$ cat src/rtl/dma_desc_fetch_mc_if.sv
// Bus bundle for the multi-channel descriptor fetch engine: CSR inputs,
// AVMM burst-read master and descriptor FIFO push side.
interface dma_desc_fetch_mc_if #(
    parameter int NUM_CH     = 4,
    parameter int DESC_WORDS = 4,
    parameter int CH_W       = 2
);
    logic [NUM_CH-1:0]        csr_run_i;
    logic [32*NUM_CH-1:0]     csr_first_pointer_i;
    logic                     dma_desc_fetch_read_o;
    logic [3:0]               dma_desc_fetch_bcount_o;
    logic [31:0]              dma_desc_fetch_addr_o;
    logic                     dma_desc_fetch_waitrequest_i;
    logic [31:0]              dma_desc_fetch_rddata_i;
    logic                     dma_desc_fetch_readdatavalid_i;
    logic                     dma_desc_fifo_wr_o;
    logic [32*DESC_WORDS-1:0] dma_desc_fifo_wrdata_o;
    logic [CH_W-1:0]          dma_desc_fifo_ch_o;
    logic [NUM_CH-1:0]        dma_desc_fifo_full_i;
    logic [NUM_CH-1:0]        dma_chan_active_o;
    logic [NUM_CH-1:0]        dma_chan_done_o;

    modport master (
        input  csr_run_i, csr_first_pointer_i,
        output dma_desc_fetch_read_o, dma_desc_fetch_bcount_o, dma_desc_fetch_addr_o,
        input  dma_desc_fetch_waitrequest_i, dma_desc_fetch_rddata_i,
        input  dma_desc_fetch_readdatavalid_i,
        output dma_desc_fifo_wr_o, dma_desc_fifo_wrdata_o, dma_desc_fifo_ch_o,
        input  dma_desc_fifo_full_i,
        output dma_chan_active_o, dma_chan_done_o
    );

    modport slave (
        output csr_run_i, csr_first_pointer_i,
        input  dma_desc_fetch_read_o, dma_desc_fetch_bcount_o, dma_desc_fetch_addr_o,
        output dma_desc_fetch_waitrequest_i, dma_desc_fetch_rddata_i,
        output dma_desc_fetch_readdatavalid_i,
        input  dma_desc_fifo_wr_o, dma_desc_fifo_wrdata_o, dma_desc_fifo_ch_o,
        output dma_desc_fifo_full_i,
        input  dma_chan_active_o, dma_chan_done_o
    );
endinterface

$ cat src/rtl/dma_desc_fetch_mc.sv
// Multi-channel linked-list descriptor fetcher: round-robin over channels,
// one shared AVMM burst reader, ownership check, push to per-channel FIFOs.
module dma_desc_fetch_mc #(
    parameter int NUM_CH     = 4,
    parameter int DESC_WORDS = 4,
    parameter int CH_W       = 2
) (
    input logic                 clk,
    input logic                 reset,
    dma_desc_fetch_mc_if.master bus
);
    localparam int BW = $clog2(DESC_WORDS);

    typedef enum logic [2:0] {ARB, REQ, DATA, CHK, PUSH} state_t;

    state_t                   state;
    logic [NUM_CH-1:0]        active;
    logic [NUM_CH-1:0]        run_q;
    logic [NUM_CH-1:0]        done;
    logic [NUM_CH-1:0]        elig;
    logic [NUM_CH-1:0]        rise;
    logic [NUM_CH-1:0]        ending;
    logic [31:0]              ptr [NUM_CH];
    logic [31:0]              words [DESC_WORDS];
    logic [CH_W-1:0]          rr;
    logic [CH_W-1:0]          cur;
    logic [CH_W-1:0]          sel;
    logic [CH_W-1:0]          next_rr;
    logic                     found;
    logic [BW-1:0]            beat;
    logic                     read;
    logic [31:0]              addr;
    logic [3:0]               bcount;
    logic                     fifo_wr;
    logic [32*DESC_WORDS-1:0] wrdata;
    logic [CH_W-1:0]          ch;

    assign bus.dma_desc_fetch_read_o   = read;
    assign bus.dma_desc_fetch_bcount_o = bcount;
    assign bus.dma_desc_fetch_addr_o   = addr;
    assign bus.dma_desc_fifo_wr_o      = fifo_wr;
    assign bus.dma_desc_fifo_wrdata_o  = wrdata;
    assign bus.dma_desc_fifo_ch_o      = ch;
    assign bus.dma_chan_active_o       = active;
    assign bus.dma_chan_done_o         = done;

    assign elig    = active & bus.csr_run_i & ~bus.dma_desc_fifo_full_i;
    assign rise    = bus.csr_run_i & ~run_q;
    assign next_rr = (cur == CH_W'(NUM_CH - 1)) ? '0 : cur + CH_W'(1);

    // First eligible channel at or after the RR pointer, wrapping at NUM_CH.
    always_comb begin
        logic [CH_W-1:0] idx;
        found = 1'b0;
        sel   = '0;
        idx   = rr;
        for (int unsigned i = 0; i < NUM_CH; i++) begin
            if (!found && elig[idx]) begin
                found = 1'b1;
                sel   = idx;
            end
            idx = (idx == CH_W'(NUM_CH - 1)) ? '0 : idx + CH_W'(1);
        end
    end

    // Channels whose list ends this cycle; a run edge here re-arms them.
    always_comb begin
        ending = '0;
        if (state == CHK && !words[3][31])
            ending[cur] = 1'b1;
        if (state == PUSH && words[0] == '0)
            ending[cur] = 1'b1;
    end

    always_ff @(posedge clk or posedge reset) begin
        if (reset) begin
            state   <= ARB;
            active  <= '0;
            run_q   <= '0;
            done    <= '0;
            rr      <= '0;
            cur     <= '0;
            beat    <= '0;
            read    <= 1'b0;
            addr    <= '0;
            bcount  <= '0;
            fifo_wr <= 1'b0;
            wrdata  <= '0;
            ch      <= '0;
            for (int unsigned c = 0; c < NUM_CH; c++)
                ptr[c] <= '0;
            for (int unsigned k = 0; k < DESC_WORDS; k++)
                words[k] <= '0;
        end else begin
            run_q   <= bus.csr_run_i;
            done    <= '0;
            fifo_wr <= 1'b0;
            case (state)
                ARB: begin
                    for (int unsigned c = 0; c < NUM_CH; c++)
                        if (!bus.csr_run_i[c])
                            active[c] <= 1'b0;
                    if (found) begin
                        cur    <= sel;
                        read   <= 1'b1;
                        addr   <= ptr[sel];
                        bcount <= 4'(DESC_WORDS);
                        beat   <= '0;
                        state  <= REQ;
                    end
                end
                REQ: begin
                    if (!bus.dma_desc_fetch_waitrequest_i) begin
                        read   <= 1'b0;
                        bcount <= '0;
                        state  <= DATA;
                    end
                end
                DATA: begin
                    if (bus.dma_desc_fetch_readdatavalid_i) begin
                        words[beat] <= bus.dma_desc_fetch_rddata_i;
                        if (beat == BW'(DESC_WORDS - 1))
                            state <= CHK;
                        else
                            beat <= beat + BW'(1);
                    end
                end
                CHK: begin
                    if (words[3][31]) begin
                        fifo_wr <= 1'b1;
                        ch      <= cur;
                        for (int unsigned k = 0; k < DESC_WORDS; k++)
                            wrdata[32*k +: 32] <= words[k];
                        state   <= PUSH;
                    end else begin
                        active[cur] <= 1'b0;
                        done[cur]   <= 1'b1;
                        rr          <= next_rr;
                        state       <= ARB;
                    end
                end
                PUSH: begin
                    ptr[cur] <= words[0];
                    if (words[0] == '0) begin
                        active[cur] <= 1'b0;
                        done[cur]   <= 1'b1;
                    end
                    rr    <= next_rr;
                    state <= ARB;
                end
                default: state <= ARB;
            endcase
            // Written last so a run edge overrides an end-of-list clear.
            for (int unsigned c = 0; c < NUM_CH; c++) begin
                if (rise[c] && (!active[c] || ending[c])) begin
                    ptr[c]    <= bus.csr_first_pointer_i[32*c +: 32];
                    active[c] <= 1'b1;
                end
            end
        end
    end
endmodule
$ cat src/flat_wrapper.sv
// flat-port wrapper written by rule: the top's interface ports become plain ports
module dma_desc_fetch_mc_flat 
#(
    parameter int NUM_CH     = 4,
    parameter int DESC_WORDS = 4,
    parameter int CH_W       = 2
)
  (clk, reset, bus_csr_run_i, bus_csr_first_pointer_i, bus_dma_desc_fetch_read_o, bus_dma_desc_fetch_bcount_o, bus_dma_desc_fetch_addr_o, bus_dma_desc_fetch_waitrequest_i, bus_dma_desc_fetch_rddata_i, bus_dma_desc_fetch_readdatavalid_i, bus_dma_desc_fifo_wr_o, bus_dma_desc_fifo_wrdata_o, bus_dma_desc_fifo_ch_o, bus_dma_desc_fifo_full_i, bus_dma_chan_active_o, bus_dma_chan_done_o);
  dma_desc_fetch_mc_if #(.NUM_CH(NUM_CH), .DESC_WORDS(DESC_WORDS), .CH_W(CH_W)) bus_i ();
  input logic clk;
  input logic reset;
  input wire logic [$bits(bus_i.csr_run_i)-1:0] bus_csr_run_i;
  input wire logic [$bits(bus_i.csr_first_pointer_i)-1:0] bus_csr_first_pointer_i;
  output wire logic [$bits(bus_i.dma_desc_fetch_read_o)-1:0] bus_dma_desc_fetch_read_o;
  output wire logic [$bits(bus_i.dma_desc_fetch_bcount_o)-1:0] bus_dma_desc_fetch_bcount_o;
  output wire logic [$bits(bus_i.dma_desc_fetch_addr_o)-1:0] bus_dma_desc_fetch_addr_o;
  input wire logic [$bits(bus_i.dma_desc_fetch_waitrequest_i)-1:0] bus_dma_desc_fetch_waitrequest_i;
  input wire logic [$bits(bus_i.dma_desc_fetch_rddata_i)-1:0] bus_dma_desc_fetch_rddata_i;
  input wire logic [$bits(bus_i.dma_desc_fetch_readdatavalid_i)-1:0] bus_dma_desc_fetch_readdatavalid_i;
  output wire logic [$bits(bus_i.dma_desc_fifo_wr_o)-1:0] bus_dma_desc_fifo_wr_o;
  output wire logic [$bits(bus_i.dma_desc_fifo_wrdata_o)-1:0] bus_dma_desc_fifo_wrdata_o;
  output wire logic [$bits(bus_i.dma_desc_fifo_ch_o)-1:0] bus_dma_desc_fifo_ch_o;
  input wire logic [$bits(bus_i.dma_desc_fifo_full_i)-1:0] bus_dma_desc_fifo_full_i;
  output wire logic [$bits(bus_i.dma_chan_active_o)-1:0] bus_dma_chan_active_o;
  output wire logic [$bits(bus_i.dma_chan_done_o)-1:0] bus_dma_chan_done_o;
  assign bus_i.csr_run_i = bus_csr_run_i;
  assign bus_i.csr_first_pointer_i = bus_csr_first_pointer_i;
  assign bus_dma_desc_fetch_read_o = bus_i.dma_desc_fetch_read_o;
  assign bus_dma_desc_fetch_bcount_o = bus_i.dma_desc_fetch_bcount_o;
  assign bus_dma_desc_fetch_addr_o = bus_i.dma_desc_fetch_addr_o;
  assign bus_i.dma_desc_fetch_waitrequest_i = bus_dma_desc_fetch_waitrequest_i;
  assign bus_i.dma_desc_fetch_rddata_i = bus_dma_desc_fetch_rddata_i;
  assign bus_i.dma_desc_fetch_readdatavalid_i = bus_dma_desc_fetch_readdatavalid_i;
  assign bus_dma_desc_fifo_wr_o = bus_i.dma_desc_fifo_wr_o;
  assign bus_dma_desc_fifo_wrdata_o = bus_i.dma_desc_fifo_wrdata_o;
  assign bus_dma_desc_fifo_ch_o = bus_i.dma_desc_fifo_ch_o;
  assign bus_i.dma_desc_fifo_full_i = bus_dma_desc_fifo_full_i;
  assign bus_dma_chan_active_o = bus_i.dma_chan_active_o;
  assign bus_dma_chan_done_o = bus_i.dma_chan_done_o;
  dma_desc_fetch_mc #(.NUM_CH(NUM_CH), .DESC_WORDS(DESC_WORDS), .CH_W(CH_W)) u_core (.clk(clk), .reset(reset), .bus(bus_i));
endmodule
$ cat config.mk
export PLATFORM = sky130hd
export DESIGN_NAME = dma_desc_fetch_mc_flat
export DESIGN_NICKNAME = d
export VERILOG_FILES = /design/src/rtl/dma_desc_fetch_mc_if.sv /design/src/rtl/dma_desc_fetch_mc.sv /design/src/flat_wrapper.sv
export SDC_FILE = /design/constraint.sdc
export NUM_CORES = 1
export LEC_CHECK = 0
export BUFFER_PORTS_ARGS = -buffer_cell sky130_fd_sc_hd__buf_2
export CORE_MARGIN = 8
export CORE_UTILIZATION = 63
export CTS_BUF_LIST = sky130_fd_sc_hd__clkbuf_4 sky130_fd_sc_hd__clkbuf_8
export DETAILED_ROUTE_END_ITERATION = 12
export GPL_TIMING_DRIVEN = 0
export PLACE_DENSITY = 0.95
export REMOVE_ABC_BUFFERS = 1
export SLEW_MARGIN = 20
export SYNTH_ARGS = -nofsm -noshare
export SYNTH_HDL_FRONTEND = slang
export SYNTH_SLANG_ARGS = --single-unit
export TNS_END_PERCENT = 1
$ cat constraint.sdc
create_clock -name clk -period 28.8 [get_ports clk]
set_input_delay 4.32 -clock clk [delete_from_list [all_inputs] [get_ports clk]]
set_output_delay 4.32 -clock clk [all_outputs]
set_load 0.05 [all_outputs]
-- Word level (Yosys, flattened, before mapping)
Index checks and enable logic that the tools add are counted.
- eq/ne operators: 27
- mux-type cells: 72
- add/sub/neg operators: 5
- reductions and logical operators: 48
- bitwise operators: 11
- order comparisons: 11
- multiply operators: 0
- shifts and indexed selects: 0
- divide/modulo/power cells: 0
- operators by type and width (operator ; count):
    $bwmux W128 ; 2
    $mux W32 ; 8
    $demux W32 S2 ; 2
    $mux W128 ; 1
    $bmux W32 S2 ; 1
    $logic_not A32 Y1 ; 1
    $mux W4 ; 8
    $mux W2 ; 12
    $ne A3 B3 Y1 const B ; 8
    $reduce_and A4 Y1 ; 6
    $mux W1 ; 21
    $and A4 B4 Y4 ; 4
    $pmux W4 S2 ; 2
    $reduce_bool A4 Y1 ; 4
    $lt A2 B3 Y1 const B ; 5
    $mux W3 ; 5
    $reduce_bool A2 Y1 ; 7
    $logic_and A1 B1 Y1 ; 12
    $ne A3 B2 Y1 const B ; 4
    $not A4 Y4 ; 3
    $pmux W3 S4 ; 1
    $pmux W4 S3 ; 1
    $add A2 B1 Y2 const B ; 5
    $eq A2 B2 Y1 const B ; 5
    19 further kinds ; 46
- input bits: 172
- logic and storage cells: 198
- memories kept: 0
- output and inout bits: 176
- ROM bits: 0
- flip-flop bits (word level): 445
- bits in latches: 0
- RAM bits: 0

-- Logic depth before layout (Yosys ltp)
Gate-level depths: netlist of run 1.
- depth after elaboration: 18
- mapped depth: 10
- mapped depth without buffers: 7

-- Worst setup path after synthesis of run 1
Ideal clock, no wire load.
- kind: in2reg
- from: input port bus_csr_run_i[0]
- to: register u_core.addr[10], in the netlist u_core.bus.dma_desc_fetch_addr_o[10]
- buffers on the path: 3
- slack: 22788 ps
- cell stages on the path: 9
- data required time: 28658 ps
- data arrival time: 5870 ps
- cells stage by stage: and3b_1 buf_2 maj3_2 o32a_1 a21boi_2 buf_6 buf_6 mux2i_1 o221ai_1
- longest elaborated chain between the ends: 18
- elaborated cells between the ends (all ways): 29
- RTL lines (element ; line ; source):
    start: declaration ; flat_wrapper.sv:12 ; input wire logic [$bits(bus_i.csr_run_i)-1:0] bus_csr_run_i;
    $and A4 B4 Y4 * (2 in a row) ; dma_desc_fetch_mc.sv:47 ; assign elig = active & bus.csr_run_i & ~bus.dma_desc_fifo_full_i;
    $bmux W1 S2 ; dma_desc_fetch_mc.sv:58 ; if (!found && elig[idx]) begin
    $mux W1 (not written as such) ; dma_desc_fetch_mc.sv:58 ;
    $mux W1 ; dma_desc_fetch_mc.sv:58 ;
    $logic_not A1 Y1 ; dma_desc_fetch_mc.sv:58 ;
    $logic_and A1 B1 Y1 ; dma_desc_fetch_mc.sv:58 ;
    $mux W1 ; dma_desc_fetch_mc.sv:58 ;
    $logic_not A1 Y1 ; dma_desc_fetch_mc.sv:58 ;
    $logic_and A1 B1 Y1 ; dma_desc_fetch_mc.sv:58 ;
    $mux W1 ; dma_desc_fetch_mc.sv:58 ;
    $logic_not A1 Y1 ; dma_desc_fetch_mc.sv:58 ;
    $logic_and A1 B1 Y1 ; dma_desc_fetch_mc.sv:58 ;
    $mux W2 ; dma_desc_fetch_mc.sv:58 ;
    $not A2 Y3 (not written as such) ; dma_desc_fetch_mc.sv:106 ; addr <= ptr[sel];
    $bmux W32 S2 ; dma_desc_fetch_mc.sv:106 ;
    $mux W32 (not written as such) (2 in a row) ; dma_desc_fetch_mc.sv:106 ;
    end signal: assignment ; dma_desc_fetch_mc.sv:106 ;
    end: declaration ; dma_desc_fetch_mc.sv:32 ; logic [31:0] addr;
Every way passes the cells marked *; elsewhere a longest branch is shown, timed or not. The select of a mux whose other input is x is not followed.
A chain may end at the register's enable or synchronous reset.

-- Worst setup path in the final report of run 1
- from: input port bus_csr_run_i[3]
- to: register u_core.addr[1], in the netlist u_core.bus.dma_desc_fetch_addr_o[1]
Same word-level chain as after synthesis.

==> insert_results.sql, run 1 <==
INSERT INTO impl_metrics (metric_group, metric, value, unit) VALUES
('yosys', 'asyncSetResetFlopFracSynth', '1.00', ''),
('yosys', 'syn_area_per_cell', '12.3', 'sq um'),
('placement', 'routabilityCongestion', '0.841', ''),
('critical_path', 'criticalPathCategory', 'input pin to flip-flop', ''),
('cts', 'clockBufferDepth', '3', ''),
('cts', 'clock_insertion_delay_worst_skew', '0.59', 'ns'),
('critical_path', 'critical_path.reg2reg.startpoint', 'u_core.words[99]', ''),
('drt', 'detailroute.via_count', '14900', ''),
('yosys', 'yosys_top_cell_by_area', 'sky130_fd_sc_hd__dfrtp_1', ''),
('placement', 'placement.setup.worst_slack', '21.57', 'ns'),
('critical_path', 'endpoint_of_the_lowest_slack_register_to_register_path', 'u_core.ptr[97]', ''),
('min_path', 'hp-start', 'u_core.words[88]', ''),
('min_path', 'hold_path_end', 'u_core.bus.dma_desc_fifo_wrdata_o[56]', ''),
('grt', 'grt_max_degree', '106', ''),
('yosys', 'netlist_top_cells_area', 'sky130_fd_sc_hd__dfrtp_1 (56%), sky130_fd_sc_hd__mux2_2 (18%), sky130_fd_sc_hd__nand2_1 (8.3%)', ''),
('critical_path', 'reg2reg_slack', '25.34', 'ns'),
('yosys', 'ys_seq_area_frac', '0.560', ''),
('placement', 'post-dp-hpwl', '41500', 'microns'),
('cts', 'post_cts_hold_buffer_count', '0', ''),
('grt', 'grt-ovfl-total', '0', ''),
('job', 'maxCapViolations', '0', ''),
('drt', 'first_pass_iters', '5', ''),
('drt', 'post_drt_via_cell_ratio', '6.16', ''),
('cts', 'cts_resized', '0', ''),
('power', 'maximum_vdd_drop', '0.0815', 'mV'),
('yosys', 'syn_inst', '1604', ''),
('critical_path', 'timing.critical_path.cells', 'buf_2, and4b_1, o21ai_1, nand2_1, o31ai_4, or2_2, buf_16, o221ai_1', ''),
('timing', 'final_critical_period', '6.76', 'ns'),
('drt', 'detail_route.wirelength', '60700', 'microns'),
('cells_and_area', 'areaGrowthSynthToFinish', '20.6', '%'),
('drt', 'wl_met2', '30600', 'microns'),
('grt', 'grt_antenna_before_repair', '16', ''),
('critical_path', 'required_time_worst_endpoint', '29.23', 'ns'),
('timing', 'peak_freq', '148', 'MHz'),
('grt', 'vias_in_the_first_global_route', '16300', ''),
('yosys', 'synth_cell_types', '57', ''),
('timing', 'report.final.slew_viol_count', '0', ''),
('yosys', 'netlist_area', '19700', 'sq um'),
('cells_and_area', 'final.fill_count', '1647', ''),
('power', 'power-per-cell-area', '113', 'nW/um^2'),
('yosys', 'yosysWarningCount', '0', ''),
('critical_path', 'critical_path_peak_fanout', '18', ''),
('die', 'floorplan.io_pins', '348', ''),
('drt', 'met3_length', '5750', 'microns'),
('cells_and_area', 'instances_no_fill', '2411', ''),
('cts', 'clkSinkCount', '441', ''),
('critical_path', 'critical_path_arrival', '7.19', 'ns'),
('power', 'total_power', '2680', 'uW'),
('placement', 'numPortBuffers', '344', ''),
('timing', 'finalClockSkew', '0.0421', 'ns'),
('min_path', 'hold_path.class', 'flip-flop to flip-flop', ''),
('die', 'die_y', '193', 'microns'),
('critical_path', 'cp_slowest_cell', 'sky130_fd_sc_hd__o31ai_4', ''),
('drt', 'routed_wire_length_per_instance', '25.2', 'microns'),
('yosys', 'post_synthesis_register_bit_count', '441', ''),
('timing', 'worst_slack', '22.04', 'ns'),
('power', 'reported_leakage_power', '0.0122', 'uW'),
('cts', 'htree_num_levels', '3', ''),
('cells_and_area', 'final_nets', '2137', ''),
('cells_and_area', 'multiInputGateArea', '8110', 'sq um'),
('critical_path', 'worstSetupStartpointType', 'input pin', ''),
('drt', 'drtIter0Drc', '1326', ''),
('cts', 'cts.reportedPaths.clkPinSlew', '0.06', 'ns'),
('placement', 'placed_cells_incl_taps', '2278', ''),
('drt', 'top_layer', 'met5', ''),
('die', 'initial_utilization', '0.642', ''),
('cts', 'cts_setup_buffers', '0', ''),
('cts', 'numCtsBuffers', '70', ''),
('cells_and_area', 'drive_above_1_share', '0.443', ''),
('status', 'run_status', 'finished clean', ''),
('die', 'placementRows', '64', '');
==> cell usage after synthesis, types with 13 or more instances <==
library cell                 n
sky130_fd_sc_hd__mux2i_1    67
sky130_fd_sc_hd__o21ai_0    17
sky130_fd_sc_hd__mux2_2    308
sky130_fd_sc_hd__clkbuf_1   43
sky130_fd_sc_hd__nor2_1     13
sky130_fd_sc_hd__buf_6      21
sky130_fd_sc_hd__buf_1      19
sky130_fd_sc_hd__dfrtp_1   441
sky130_fd_sc_hd__mux2_4     58
sky130_fd_sc_hd__o221ai_1   32
sky130_fd_sc_hd__inv_1      16
sky130_fd_sc_hd__nand2_1   435
sky130_fd_sc_hd__mux2_1     19
==> cell families (layout without fill, tap and decap cells) <==
| group | after synthesis | count (layout) | share of synthesized area |
|---|---|---|---|
| AND/OR/NAND/NOR | 500 | 500 | 0.103 |
| multiplexers | 452 | 452 | 0.265 |
| flip-flops | 441 | 441 | 0.560 |
| buffers and inverters | 114 | 515 | 0.0313 |
| AO/OA/AOI/OAI | 84 | 84 | 0.0323 |
| adder cells (fa/ha/maj) | 12 | 12 | 0.00756 |
| other | 1 | 11 | 0.000190 |
==> worst max-delay path: cells and delay by family <==
family | cells | cell delay (ns)
AOI/OAI and AO/OA | 3 | 1.35
buffers and inverters | 2 | 0.37
and+or+nand+nor | 3 | 1.10
==> cell usage in the layout, fill, tap and decap left out, types with 4 or more instances in the layout <==
cell,synthesis,routed
sky130_fd_sc_hd__dfrtp_1,441,441
sky130_fd_sc_hd__nand2_1,435,429
sky130_fd_sc_hd__buf_2,10,344
sky130_fd_sc_hd__mux2_2,308,308
sky130_fd_sc_hd__clkbuf_8,0,96
sky130_fd_sc_hd__mux2i_1,67,67
sky130_fd_sc_hd__mux2_4,58,58
sky130_fd_sc_hd__o221ai_1,32,32
sky130_fd_sc_hd__buf_16,0,25
sky130_fd_sc_hd__mux2_1,19,19
sky130_fd_sc_hd__clkbuf_4,0,19
sky130_fd_sc_hd__o21ai_0,17,17
sky130_fd_sc_hd__inv_1,16,14
sky130_fd_sc_hd__nor2_1,13,13
sky130_fd_sc_hd__ha_1,11,11
sky130_fd_sc_hd__nor4_1,9,9
sky130_fd_sc_hd__a21oi_1,9,9
sky130_fd_sc_hd__diode_2,0,8
sky130_fd_sc_hd__nor3_1,7,7
sky130_fd_sc_hd__nand2_2,1,6
sky130_fd_sc_hd__inv_6,0,5
sky130_fd_sc_hd__nand2b_1,5,5
sky130_fd_sc_hd__nand3b_1,5,5
sky130_fd_sc_hd__clkinv_2,0,5
sky130_fd_sc_hd__and3_2,0,4
sky130_fd_sc_hd__and3b_1,4,4
==> how the worst max path moves through the flow <==
stage | from | depth (start not counted) | to
after floorplan | reset | 1 | u_core.beat[0]
after global placement | reset | 2 | u_core.bus.dma_desc_fifo_wrdata_o[102]
after detailed placement | bus_csr_run_i[3] | 8 | u_core.bus.dma_desc_fetch_addr_o[15]
after CTS | bus_csr_run_i[3] | 8 | u_core.bus.dma_desc_fetch_addr_o[1]
after global routing | bus_csr_run_i[3] | 8 | u_core.bus.dma_desc_fetch_addr_o[1]
final | bus_csr_run_i[3] | 8 | u_core.bus.dma_desc_fetch_addr_o[1]
==> state kept, by name (all words and copies together), names as in the netlist <==
signal and count:
u_core.run_q 4, u_core.rr 2, u_core.bus.dma_desc_fetch_bcount_o 1, u_core.bus.dma_desc_fifo_wr_o 1, u_core.bus.dma_desc_fetch_addr_o 32, u_core.bus.dma_desc_fifo_wrdata_o 128, u_core.bus.dma_chan_active_o 4, u_core.cur 2
u_core.state 3, u_core.bus.dma_desc_fifo_ch_o 2, u_core.bus.dma_chan_done_o 4, u_core.ptr 128, u_core.words 128, u_core.beat 2
==> per-stage QoR <==
step,area [sq um],utilization,hold slack (ns)
floorplan,19200,-,0.433
global placement,21400,0.697,0.441
detailed placement,22200,0.724,0.450
CTS,23700,0.774,0.453
global route,23800,0.775,0.481
finish,23800,0.775,0.449
==> area by class of cell <==
type / count / area share
flip-flops and latches: 441 / 0.464
clock inverters: 10 / 0.00321
repair buffers: 374 / 0.105
clock buffers: 115 / 0.0616
multi-input cells: 1051 / 0.341
well taps: 396 / 0.0209
inverters: 16 / 0.00305
diodes: 8 / 0.000842
==> layer usage <==
metal  GRT usage  vias to the layer above
li1            -                     6209
met1       0.374                     7531
met2       0.550                      887
met3      0.0860                      215
met4       0.167                       16
met5           0                        -
==> power by group <==
group          internal, uW  total, uW  switching [uW]
Sequential              857       1050             194
Clock                   323        575             252
Combinational           428       1060             630
Total                  1610       2680            1080
Power figures use the tool's default switching activity.
==> inputs of run 2 (changes only) <==
Settings changed: CORE_UTILIZATION 63 to 58, PLACE_DENSITY 0.95 to 0.9.
Clock period 28.8 ns to 6.7 ns, I/O delays scaled along.
==> run 2 against run 1 <==
Hold slack better by 0.0048 ns. Combinational power grew to 4.3 times the previous value. Sequential power rose to 4.3 times the previous value. Critical path depth stayed put. Non-clock buffer count unchanged. Count of clock-buffer cells in the layout grew 2. Final cell count grew 2.0%. Sequential share of layout area did not move. Clock skew shrank 0.015 ns. Global-route usage is 3.6 points lower. Largest power group unchanged. Highest routed layer unchanged.
==> insert_results.sql, run 2 (synthesis results as in run 1) <==
INSERT INTO impl_metrics (metric_group, metric, value, unit) VALUES
('cts', 'cts_setup_buffers', '0', ''),
('grt', 'groute.usage.overall', '0.288', ''),
('timing', 'final.period_utilization', '0.499', ''),
('cts', 'cts.root.buffer_cell', 'sky130_fd_sc_hd__clkbuf_8', ''),
('grt', 'first_pass_grt_wire_length', '91800', 'microns'),
('status', 'run_status', 'finished clean', ''),
('die', 'initial_utilization', '0.588', ''),
('die', 'coreArea', '33500', 'sq um'),
('drt', 'routed_wire_length_per_instance', '23.8', 'microns'),
('cts', 'clock_insertion_delay_worst_skew', '0.60', 'ns'),
('timing', 'hold_viol', '0', ''),
('critical_path', 'critPathTopFamily', 'compound AO/OA/AOI/OAI gates', ''),
('die', 'placementRows', '67', ''),
('grt', 'grt-ovfl-total', '0', ''),
('cts', 'clkSinkCount', '441', ''),
('cts', 'clockBufferDepth', '3', ''),
('cells_and_area', 'areaGrowthSynthToFinish', '20.6', '%'),
('cells_and_area', 'finish.utilization', '0.709', ''),
('timing', 'tightestPinTransition', '0.892', 'ns'),
('cells_and_area', 'final.fill_count', '2090', ''),
('critical_path', 'timing.critical_path.cells', 'buf_2, and4b_1, o21ai_1, nand2_1, o31ai_4, or2_2, buf_16, o221ai_1', ''),
('critical_path', 'criticalPathCategory', 'input pin to flip-flop', ''),
('cells_and_area', 'area_of_all_placed_cells_without_fillers', '23800', 'sq um'),
('power', 'maximum_vdd_drop', '0.325', 'mV'),
('critical_path', 'critical_path_peak_fanout', '18', ''),
('timing', 'rsz0062_at_grt', 'no', ''),
('drt', 'post_drt_via_cell_ratio', '5.95', ''),
('cts', 'numCtsBuffers', '72', ''),
('grt', 'met2_global_route_usage', '0.480', ''),
('die', 'floorplan.io_pins', '348', ''),
('grt', 'use_met1', '0.347', ''),
('die', 'dieArea', '40100', 'sq um'),
('critical_path', 'required_time_worst_endpoint', '7.15', 'ns'),
('timing', 'report.final.slew_viol_count', '0', ''),
('power', 'reported_leakage_power', '0.0122', 'uW'),
('timing', 'timing.slew.headroom', '0.406', ''),
('timing', 'holdWs', '0.454', 'ns'),
('critical_path', 'cp_slowest_cell', 'sky130_fd_sc_hd__o31ai_4', ''),
('grt', 'vias_in_the_first_global_route', '15900', ''),
('grt', 'grt_antenna_before_repair', '7', ''),
('drt', 'ant_nets', '0', ''),
('power', 'power-per-cell-area', '482', 'nW/um^2'),
('grt', 'grt_use_met3', '0.0702', ''),
('cts', 'cts.reportedPaths.clkPinSlew', '0.06', 'ns'),
('timing', 'final_critical_period', '3.34', 'ns'),
('timing', 'final-setup-viol-count', '0', ''),
('job', 'maxCapViolations', '0', ''),
('drt', 'first_pass_iters', '6', ''),
('timing', 'final.setup.tns', '0', 'ns'),
('grt', 'grt_max_degree', '109', ''),
('cts', 'cts_tree', 'done', ''),
('die', 'die_y', '200', 'microns'),
('placement', 'routabilityCongestion', '0.831', ''),
('cells_and_area', 'most-common-layout-cells', 'sky130_fd_sc_hd__dfrtp_1 (441), sky130_fd_sc_hd__nand2_1 (429), sky130_fd_sc_hd__buf_2 (344)', ''),
('cts', 'post_cts_hold_buffer_count', '0', ''),
('drt', 'drtIter0Drc', '1077', ''),
('placement', 'numPortBuffers', '344', ''),
('placement', 'post-dp-hpwl', '39900', 'microns'),
('drt', 'detailroute.via_count', '14600', ''),
('critical_path', 'worstSetupStartpointType', 'input pin', ''),
('critical_path', 'critPathBufInv', '2', ''),
('cells_and_area', 'drive_above_1_share', '0.443', ''),
('drt', 'detail_route.drc_violations', '0', ''),
('grt', 'grt_busiest_layer', 'met2', ''),
('cells_and_area', 'final_common_cell', 'sky130_fd_sc_hd__dfrtp_1', ''),
('timing', 'finalClockSkew', '0.0272', 'ns'),
('critical_path', 'critPathMaxStageDelay', '0.81', 'ns'),
('die', 'die_width', '200', 'microns'),
('timing', 'peak_freq', '299', 'MHz'),
('cts', 'htree_num_levels', '3', ''),
('placement', 'instance_area_after_placement', '22200', 'sq um'),
('min_path', 'hold_path.class', 'flip-flop to flip-flop', ''),
('critical_path', 'critical_path_arrival', '3.79', 'ns'),
('cts', 'cts_resized', '0', ''),
('cells_and_area', 'final_nets', '2139', ''),
('drt', 'detail_route.wirelength', '58600', 'microns'),
('critical_path', 'worstSetupEndpointType', 'flip-flop', '');
-- run 2: metrics by stage --
| step | setup slack [ns] | instances | total power [uW] |
|---|---|---|---|
| 2_1_floorplan | -6.59 | 1508 | 7470 |
| 3_3_place_gp | -10.58 | 2300 | 8510 |
| 3_5_place_dp | 2.92 | 2330 | 8920 |
| 4_1_cts | 3.24 | 2454 | 11400 |
| 5_1_grt | 3.09 | 2459 | 12000 |
| 6_report | 3.36 | 2459 | 11500 |
-- run 2: final timing paths --
check | start | endpoint | slack (ns) | depth (start not counted)
max | bus_csr_run_i[3] | u_core.bus.dma_desc_fetch_addr_o[8] | 3.36 | 8
min | u_core.words[73] | u_core.bus.dma_desc_fifo_wrdata_o[41] | 0.45 | 2
max reg2reg | u_core.rr[0] | u_core.bus.dma_desc_fetch_addr_o[8] | 3.36 | 8
min reg2reg | u_core.words[73] | u_core.bus.dma_desc_fifo_wrdata_o[41] | 0.45 | 2
max in group asynchronous | reset | u_core.words[18] | 4.50 | 5
min in group asynchronous | reset | u_core.ptr[22] | 0.51 | 2
-- run 2: tightest hold or removal path, delay by kind of cell (launching register included) --
kind / cells / cell delay, ns
simple gates: 2 / 0.10
flops: 1 / 0.34
-- run 2: cell type report --
type	count	area, sq um	area share
Clock inverter	7	46.3	0.00195
Multi-Input combinational cell	1051	8110	0.341
Clock buffer	117	1490	0.0625
Inverter	16	72.6	0.00305
Timing Repair Buffer	374	2440	0.103
Tap cell	448	561	0.0236
Sequential cell	441	11000	0.464
Antenna cell	5	12.5	0.000527
-- run 2: routing by layer --
| layer | part of all wire | vias up |
|---|---|---|
| li1 | - | 6214 |
| met1 | 0.38 | 7418 |
| met2 | 0.49 | 803 |
| met3 | 0.083 | 195 |
| met4 | 0.044 | 4 |
| met5 | 0.00034 | - |
-- run 2: power breakdown --
part	total, uW	switching, uW	internal [uW]	leakage, uW
sequential	4500	814	3680	0.00564
combinational	4510	2660	1840	0.00573
clock	2460	1060	1400	0.000806
total	11500	4540	6920	0.0122
==> inputs of run 3 (changes only) <==
Settings changed: CORE_UTILIZATION 58 to 53, PLACE_DENSITY 0.9 to 0.87.
Clock period 6.7 ns to 2.9 ns, I/O delays scaled along.
==> run 3 against run 2 <==
Via count shrank 1.6%. First-iteration DRC count is 2.1% higher. Hold slack got worse by 0.41 ns. Register-to-register slack lost 3.3 ns. Final cell count grew 1.5%. Critical endpoint is now u_core.bus.dma_desc_fetch_addr_o[12].
==> insert_results.sql, run 3 (synthesis results as in run 1) <==
INSERT INTO impl_metrics (metric_group, metric, value, unit) VALUES
('timing', 'hold_viol', '0', ''),
('grt', 'met2_global_route_usage', '0.436', ''),
('cells_and_area', 'final.fill_count', '2475', ''),
('cts', 'htree_num_levels', '3', ''),
('placement', 'post-dp-hpwl', '40300', 'microns'),
('cells_and_area', 'final_common_cell', 'sky130_fd_sc_hd__dfrtp_1', ''),
('power', 'reported_leakage_power', '0.0123', 'uW'),
('grt', 'grt-ovfl-total', '0', ''),
('die', 'die_y', '209', 'microns'),
('critical_path', 'required_time_worst_endpoint', '3.36', 'ns'),
('timing', 'final.setup.tns', '0', 'ns'),
('cells_and_area', 'instances_no_fill', '2496', ''),
('critical_path', 'worstSetupEndpointType', 'flip-flop', ''),
('grt', 'use_met1', '0.302', ''),
('timing', 'finalClockSkew', '0.0417', 'ns'),
('grt', 'groute.usage.overall', '0.258', ''),
('cts', 'cts.root.buffer_cell', 'sky130_fd_sc_hd__clkbuf_8', ''),
('critical_path', 'critical_path_peak_fanout', '16', ''),
('cts', 'clockBufferDepth', '3', ''),
('cells_and_area', 'most-common-layout-cells', 'sky130_fd_sc_hd__dfrtp_1 (438), sky130_fd_sc_hd__nand2_1 (429), sky130_fd_sc_hd__buf_2 (344)', ''),
('min_path', 'hp-start', 'bus_csr_first_pointer_i[19]', ''),
('drt', 'ant_nets', '0', ''),
('drt', 'drtIter0Drc', '1100', ''),
('timing', 'final.period_utilization', '0.982', ''),
('drt', 'routed_wire_length_per_instance', '23.2', 'microns'),
('drt', 'detailroute.via_count', '14400', ''),
('cts', 'clock_insertion_delay_worst_skew', '0.62', 'ns'),
('timing', 'final-setup-viol-count', '0', ''),
('die', 'dieArea', '43600', 'sq um'),
('timing', 'worst_slack', '0.0510', 'ns'),
('critical_path', 'reg2regPathDepth', '10', ''),
('timing', 'tightestPinTransition', '0.825', 'ns'),
('die', 'initial_utilization', '0.538', ''),
('drt', 'first_pass_iters', '5', ''),
('critical_path', 'endpoint_of_the_lowest_slack_register_to_register_path', 'u_core.bus.dma_desc_fetch_addr_o[12]', ''),
('min_path', 'hold_path.class', 'input pin to flip-flop', ''),
('cells_and_area', 'drive_above_1_share', '0.451', ''),
('grt', 'grt_antenna_before_repair', '14', ''),
('placement', 'numPortBuffers', '344', ''),
('placement', 'placed_cells_incl_taps', '2350', ''),
('timing', 'report.final.slew_viol_count', '0', ''),
('die', 'coreArea', '36600', 'sq um'),
('die', 'placementRows', '70', ''),
('status', 'run_status', 'finished clean', ''),
('placement', 'routabilityCongestion', '0.826', ''),
('drt', 'detail_route.drc_violations', '0', ''),
('drt', 'detail_route.wirelength', '57800', 'microns'),
('job', 'maxCapViolations', '0', ''),
('cts', 'clkSinkCount', '441', ''),
('cts', 'cts.reportedPaths.clkPinSlew', '0.07', 'ns'),
('placement', 'placement.setup.worst_slack', '-0.779', 'ns'),
('cells_and_area', 'final_nets', '2154', ''),
('grt', 'grt_use_met3', '0.0754', ''),
('min_path', 'hold_path_end', 'u_core.ptr[115]', ''),
('grt', 'first_pass_grt_wire_length', '88400', 'microns'),
('critical_path', 'critical_path.reg2reg.startpoint', 'u_core.rr[0]', ''),
('critical_path', 'worstSetupStartpointType', 'flip-flop', ''),
('critical_path', 'critPathBufInv', '3', ''),
('grt', 'vias_in_the_first_global_route', '15400', ''),
('min_path', 'timing.hold.worst_path_depth', '2', ''),
('timing', 'final_critical_period', '2.85', 'ns'),
('cts', 'cts_tree', 'done', ''),
('cells_and_area', 'area_of_all_placed_cells_without_fillers', '24100', 'sq um'),
('cells_and_area', 'areaGrowthSynthToFinish', '22.2', '%'),
('critical_path', 'critical_path_arrival', '3.31', 'ns'),
('drt', 'post_drt_via_cell_ratio', '5.77', ''),
('cts', 'numCtsBuffers', '71', ''),
('timing', 'peak_freq', '351', 'MHz'),
('power', 'maximum_vdd_drop', '0.685', 'mV'),
('cells_and_area', 'multiInputGateArea', '8210', 'sq um'),
('critical_path', 'cp_slowest_cell', 'sky130_fd_sc_hd__dfrtp_2', ''),
('cells_and_area', 'sequential_cell_area', '11000', 'sq um'),
('critical_path', 'reg2reg_slack', '0.05', 'ns'),
('critical_path', 'crit_path_top_cell_by_count', 'sky130_fd_sc_hd__buf_16', ''),
('die', 'die_width', '209', 'microns'),
('critical_path', 'critPathMaxStageDelay', '0.50', 'ns'),
('critical_path', 'critPathTopFamily', 'compound AO/OA/AOI/OAI gates', ''),
('grt', 'grt_max_degree', '112', ''),
('timing', 'timing.slew.headroom', '0.446', ''),
('grt', 'grt_busiest_layer', 'met2', ''),
('power', 'power-per-cell-area', '1100', 'nW/um^2'),
('die', 'floorplan.io_pins', '348', ''),
('critical_path', 'timing.critical_path.cells', 'ha_2, or2_4, maj3_2, o32a_1, a21boi_4, buf_12, buf_16, buf_16, mux2i_1, o221ai_1', ''),
('critical_path', 'criticalPathCategory', 'flip-flop to flip-flop', ''),
('placement', 'instance_area_after_placement', '22300', 'sq um');
[run 3: cell count changes in the layout (fill, tap and decap cells not counted), sizes merged]
cell         delta
bufinv          +2
diode           +3
clkinv          +2
buf            +10
inv             +2
clkbuf          -8
dlygate4sd3     +6
[run 3: per-stage QoR]
step	utilization	hold slack, ns	total power, uW
3_3_place_gp	0.586	0.440	19700
6_report	0.657	0.0463	26600
4_1_cts	0.655	0.00170	26400
5_1_grt	0.657	0.0113	27800
2_1_floorplan	-	0.433	17300
3_5_place_dp	0.608	0.425	20600
[run 3: worst max-delay path by stage]
stage                           startpoint                                     end  slack (ns)  depth (start not counted)
final                         u_core.rr[0]    u_core.bus.dma_desc_fetch_addr_o[12]        0.05                         10
after global routing       u_core.state[2]    u_core.bus.dma_desc_fetch_addr_o[22]       -0.03                          7
after CTS                     u_core.rr[0]    u_core.bus.dma_desc_fetch_addr_o[29]       -0.18                          9
after detailed placement  u_core.words[99]                          u_core.ptr[39]       -0.78                          7
after global placement               reset  u_core.bus.dma_desc_fifo_wrdata_o[114]      -13.85                          2
after floorplan                      reset                          u_core.beat[0]       -9.82                          1
[run 3: layout make-up]
| type | count | share of cell area |
|---|---|---|
| clock buffers | 109 | 0.0563 |
| well taps | 468 | 0.0243 |
| clock inverters | 13 | 0.00603 |
| inverters | 16 | 0.00301 |
| diodes | 8 | 0.000832 |
| repair buffers | 390 | 0.110 |
| multi-input cells | 1051 | 0.341 |
| flip-flops and latches | 441 | 0.459 |
[run 3: power by group]
group,switching (uW),internal [uW]
logic,6120,4380
registers,1890,8510
clock network,2490,3170
total,10500,16100
[run 3: what timing repair did]
action	in CTS	in global routing
endpoints found under the hold margin	40	0
resized for setup	15	8
pin swaps	4	3
gates cloned	0	0
hold buffers	6	0
setup buffers	4	6
endpoints found under the setup margin	164	113
[run 3: layer usage]
metal,vias to the layer above,routed length [microns]
li1,6246,-
met1,7264,21900
met2,716,28900
met3,159,4960
met4,12,1980
met5,-,73
